**config.mk**
```make
export PLATFORM = sky130hd
export DESIGN_NAME = timed_stimulus_source
export DESIGN_NICKNAME = d
export VERILOG_FILES = /design/src/rtl/timed_stimulus_source.sv
export SDC_FILE = /design/constraint.sdc
export NUM_CORES = 1
export LEC_CHECK = 0
export BUFFER_PORTS_ARGS = -buffer_cell sky130_fd_sc_hd__buf_4
export CAP_MARGIN = 20
export CELL_PAD_IN_SITES_DETAIL_PLACEMENT = 0
export CELL_PAD_IN_SITES_GLOBAL_PLACEMENT = 1
export CORE_UTILIZATION = 45
export DETAILED_ROUTE_END_ITERATION = 8
export GPL_TIMING_DRIVEN = 0
export PLACE_DENSITY_LB_ADDON = 0.1
export SYNTH_ARGS = -nofsm -noshare
export SYNTH_HDL_FRONTEND = slang
export SYNTH_SLANG_ARGS = --single-unit
```
**constraint.sdc**
```tcl
create_clock -name source_clock -period 6.66 [get_ports source_clock]
set_clock_uncertainty 0.15 [all_clocks]
set_input_delay 0.333 -clock source_clock [delete_from_list [all_inputs] [get_ports source_clock]]
set_output_delay 0.333 -clock source_clock [all_outputs]
set_load 0.02 [all_outputs]
```
**src/rtl/timed_stimulus_source.sv**
```systemverilog
// timed_stimulus_source: buffers timed {data, delay} commands and replays them onto a
// valid/ready stream, tagging each beat with the cycle count at which it was first presented.
module timed_stimulus_source #(
    parameter int DATA_W  = 32,
    parameter int DELAY_W = 16,
    parameter int DEPTH   = 8
) (
    input  logic                       source_clock,
    input  logic                       source_reset_n,
    input  logic                       cmd_valid,
    output logic                       cmd_ready,
    input  logic [DATA_W-1:0]          cmd_data,
    input  logic [DELAY_W-1:0]         cmd_delay,
    output logic                       out_valid,
    input  logic                       out_ready,
    output logic [DATA_W-1:0]          out_data,
    output logic [63:0]                out_timemark,
    output logic [$clog2(DEPTH+1)-1:0] fifo_level,
    output logic                       busy
);
    localparam int PTR_W = $clog2(DEPTH);
    localparam int LVL_W = $clog2(DEPTH + 1);
    localparam int ENT_W = DATA_W + DELAY_W;

    typedef enum logic [1:0] {IDLE, WAIT, SEND} state_t;

    state_t             state;
    logic [DELAY_W-1:0] cnt;
    logic [63:0]        cyc;

    logic [ENT_W-1:0]   mem [DEPTH];
    logic [PTR_W-1:0]   wr_ptr;
    logic [PTR_W-1:0]   rd_ptr;
    logic [LVL_W-1:0]   count;
    logic               full;
    logic               empty;
    logic               push;
    logic               pop;
    logic [DATA_W-1:0]  head_data;
    logic [DELAY_W-1:0] head_delay;

    assign empty      = (count == '0);
    assign full       = (count == LVL_W'(DEPTH));
    assign cmd_ready  = !full;
    assign push       = cmd_valid && !full;
    // The FSM is the only reader: it pops from IDLE, or on a handshake to chain beats.
    assign pop        = !empty && ((state == IDLE) || ((state == SEND) && out_ready));
    assign {head_data, head_delay} = mem[rd_ptr];
    assign fifo_level = count;
    assign busy       = !empty || (state != IDLE);

    // NOTE: the storage array carries no reset; entries are only read once count says they
    // were written, and leaving it out of reset keeps it mappable onto plain RAM.
    always_ff @(posedge source_clock) begin
        if (push) begin
            mem[wr_ptr] <= {cmd_data, cmd_delay};
        end
    end

    // NOTE: state uses non-blocking assignments so every register samples pre-edge values.
    always_ff @(posedge source_clock or negedge source_reset_n) begin
        if (!source_reset_n) begin
            wr_ptr <= '0;
            rd_ptr <= '0;
            count  <= '0;
        end else begin
            if (push) wr_ptr <= wr_ptr + PTR_W'(1);
            if (pop)  rd_ptr <= rd_ptr + PTR_W'(1);
            case ({push, pop})
                2'b10:   count <= count + LVL_W'(1);
                2'b01:   count <= count - LVL_W'(1);
                default: ;
            endcase
        end
    end

    always_ff @(posedge source_clock or negedge source_reset_n) begin
        if (!source_reset_n) begin
            state        <= IDLE;
            cnt          <= '0;
            cyc          <= '0;
            out_valid    <= 1'b0;
            out_data     <= '0;
            out_timemark <= '0;
        end else begin
            cyc <= cyc + 64'd1;
            if (pop) begin
                // out_data doubles as the hold register; it is only observed while out_valid is high
                out_data <= head_data;
                if (head_delay == '0) begin
                    state        <= SEND;
                    out_valid    <= 1'b1;
                    out_timemark <= cyc + 64'd1;
                end else begin
                    state     <= WAIT;
                    cnt       <= head_delay;
                    out_valid <= 1'b0;
                end
            end else begin
                case (state)
                    WAIT: begin
                        cnt <= cnt - DELAY_W'(1);
                        if (cnt == DELAY_W'(1)) begin
                            state        <= SEND;
                            out_valid    <= 1'b1;
                            out_timemark <= cyc + 64'd1;
                        end
                    end
                    SEND: begin
                        if (out_ready) begin
                            state     <= IDLE;
                            out_valid <= 1'b0;
                        end
                    end
                    default: ;
                endcase
            end
        end
    end
endmodule

```
==> flow_summary.json <==
{
  "status": "finished, final reports clean",
  "synth_top_family_by_area": "multiplexers",
  "path_max_fanout": 11,
  "seq_area_frac_synth_pct": 72.7,
  "die_h_um": 225,
  "tightest_slew_ns": 0.994,
  "drt_pass1_iterations": 5,
  "yosysUniqueCellTypes": 53,
  "worst_slack_ns": 2.44,
  "dieArea_um2": 50500,
  "pre_cts_ws_ns": 2.44,
  "synthArstFlopShare_pct": 32.9,
  "met1_length_mm": 21.8,
  "die_w_um": 225,
  "vias_per_cell": 5.27,
  "grt_pass1_wl_mm": 74.6,
  "power_mw": 8.39,
  "dr_wl_met3_mm": 2.03,
  "cap_violations": 0,
  "rsz0062_at_grt": "no",
  "crit_buf_inv": 4,
  "synthMuxAreaShare_pct": 15.2,
  "first_global_vias": 12400,
  "ys_ff_latch": 572,
  "synth-main-ff-cell": "edfxtp_1",
  "drt_iter0_markers": 817,
  "syn_area_um2": 22300,
  "htree_levels": 2,
  "clkLatencyLatePin_ns": 0.64,
  "worstSetupPathType": "reg2reg",
  "leakage_nw": 10.4,
  "end_kind": "flip-flop",
  "cts.sinks": 572,
  "grt_max_degree": 97,
  "critPathMostFrequentCell": "xor2_1",
  "drive_above_1_share_pct": 26.5,
  "num_io_pins": 155,
  "slowest_stage": "nor4_1",
  "relSlewSlack_pct": 33.7,
  "cts_buffers": 59,
  "wl_met2_mm": 23.2,
  "antenna_left": 0,
  "yosysWarnings": 0,
  "grtUsageTotal_pct": 19.7,
  "cts.clk_slew.worst_paths_ns": 0.05,
  "crit_required_ns": 7.00,
  "synthAdderAreaFrac_pct": 0.448,
  "hold_viol_final": 0,
  "critPathArrivalTime_ns": 4.56,
  "rows": 81,
  "coreArea_um2": 49000,
  "synth_compound_area_share_pct": 2.17,
  "routed_wl_mm": 48.1,
  "dpl.cell_count": 2096,
  "syn_area_per_cell_um2": 18.1,
  "ctsRootBufferMaster": "clkbuf_16",
  "ir_drop_v": 0.000196,
  "antenna_found_initial": 4,
  "path_cells": "clkbuf_1, nor4_1, or3_1, buf_2, clkinv_1, clkbuf_1, ha_1, xor2_1, ha_1, a21oi_1, xor2_1, nor2_1, xor2_1",
  "maxSlewViolCount": 0,
  "via_count": 11900,
  "fmax_mhz": 237,
  "nNetsFinal": 1605,
  "synth_edf_count": 384,
  "period_needed_ns": 4.22,
  "wire_per_inst_um": 21.3,
  "highest_layer": "met5",
  "cp-start-kind": "flip-flop",
  "dp_hpwl_mm": 31.9,
  "period_share_pct": 63.4,
  "initial_core_util_pct": 45.6,
  "drc": 0,
  "syn_inst": 1237,
  "layout.cells.non_filler": 2259,
  "synth_simple_gate_area_share_pct": 5.36,
  "cp_top_family": "buffers and inverters",
  "portBuffers": 154,
  "setup_viol": 0,
  "cts_tree": "done",
  "area_delta_synth_final_pct": 22.6,
  "max_stage_delay_ns": 0.59,
  "place_congestion": 0.769,
  "hold_path.class": "in2async",
  "syn_nets": 1297,
  "synth-xor-area-share_pct": 2.82,
  "powerDensity_nw_per_um2": 306,
  "gr-total-overflow": 0,
  "cts_max_path_buffers": 3
}
area by class of cell:
type / count / area [µm²]
inverter: 13 / 48.8
sequential: 572 / 16200
buffer: 47 / 254
antenna: 1 / 2.50
multi-input combinational: 605 / 5850
fill: 3908 / 21600
clock inverter: 19 / 239
timing repair buffer: 247 / 2200
tap: 664 / 831
clock buffer: 91 / 1730
layout by cell type, fill, tap and decap left out, types with 14 or more instances in the layout:
| cell | Yosys | routed |
|---|---|---|
| nor3_1 | 23 | 19 |
| buf_6 | 9 | 29 |
| xnor2_1 | 48 | 48 |
| xor2_1 | 24 | 24 |
| buf_4 | 0 | 164 |
| nand3_1 | 30 | 30 |
| dlygate4sd3_1 | 0 | 51 |
| nand2_1 | 80 | 80 |
| o21ai_0 | 38 | 38 |
| clkbuf_1 | 22 | 41 |
| mux4_2 | 96 | 96 |
| a21oi_1 | 14 | 14 |
| mux2i_1 | 44 | 44 |
| nor2_1 | 37 | 34 |
| clkbuf_16 | 0 | 59 |
| mux2_1 | 60 | 60 |
| edfxtp_1 | 384 | 384 |
| dfrtp_1 | 188 | 188 |
worst register-to-register path, stage by stage (launching register included):
cell	delay, ns
dfrtp_1	0.38
clkbuf_1	0.19
nor4_1	0.59
or3_1	0.40
buf_2	0.42
clkinv_1	0.34
clkbuf_1	0.40
ha_1	0.37
xor2_1	0.16
ha_1	0.19
a21oi_1	0.16
xor2_1	0.16
nor2_1	0.06
xor2_1	0.14
sequential cells by signal (all words and copies together), names as in the netlist:
| signal | count |
|---|---|
| cnt | 16 |
| cyc | 64 |
| fifo_level | 4 |
| mem | 384 |
| out_data | 32 |
| out_timemark | 64 |
| out_valid | 1 |
| rd_ptr | 3 |
| state | 1 |
| wr_ptr | 3 |
layer usage:
| metal | vias to the layer above | track usage (%) |
|---|---|---|
| met3 | 77 | 3.72 |
| met4 | 6 | 5.05 |
| met5 | - | 0 |
| li1 | 5430 | - |
| met2 | 238 | 31.7 |
| met1 | 6154 | 27.6 |
timing repair:
item	in CTS	in global routing
hold buffers	51	0
setup buffers	0	0
endpoints found under the hold margin	482	0
gates resized for setup	0	0
cells by family (layout without fill, tap and decap cells):
| family | count (synthesis) | after routing |
|---|---|---|
| xor gates and xnor gates | 72 | 72 |
| muxes | 210 | 210 |
| AOI/OAI and AO/OA | 78 | 78 |
| adders and majority gates | 8 | 8 |
| other | 0 | 1 |
| and+or+nand+nor | 237 | 237 |
| DFF | 572 | 572 |
| buffers and inverters | 60 | 417 |
cell usage after synthesis (9+ instances only):
library cell  count  share of area, %
edfxtp_1        384                52
dfrtp_1         188                21
mux4_2           96               9.7
nand2_1          80               1.3
mux2_1           60               3.0
xnor2_1          48               1.9
mux2i_1          44               2.0
o21ai_0          38              0.85
nor2_1           37              0.62
nand3_1          30              0.67
xor2_1           24              0.94
nor3_1           23              0.52
clkbuf_1         22              0.37
a21oi_1          14              0.31
nand4_1          13              0.36
inv_1            12              0.20
and3_1           11              0.31
mux2_2           10              0.50
nor4_1           10              0.28
buf_6             9              0.45
path summary, 6_finish.rpt:
path	from	to	slack, ns	cells after the start
max	fifo_level[1]	fifo_level[2]	2.44	13
min	source_reset_n	out_timemark[21]	0.22	2
min reg2reg	cyc[63]	cyc[63]	0.31	1
max in group asynchronous	source_reset_n	out_data[8]	5.21	3
min in group source_clock	cyc[63]	cyc[63]	0.31	1
max reg2reg	fifo_level[1]	fifo_level[2]	2.44	13
report_power, final:
group / internal [mW] / switching, mW / total (mW)
clock network: 1.94 / 1.36 / 3.30
logic: 0.315 / 0.466 / 0.781
registers: 4.20 / 0.114 / 4.32
through the flow:
step	setup TNS (ns)	hold slack, ns	utilization (%)	cell area (µm²)
6_report	0	0.217	56.0	27400
5_1_grt	0	0.262	56.0	27400
4_1_cts	0	0.222	55.9	27400
3_5_place_dp	0	0.297	50.9	24900
3_3_place_gp	-665.11	0.297	49.7	24300
2_1_floorplan	0	-0.113	-	22300
Note: power is estimated with default switching activity, not from simulation.
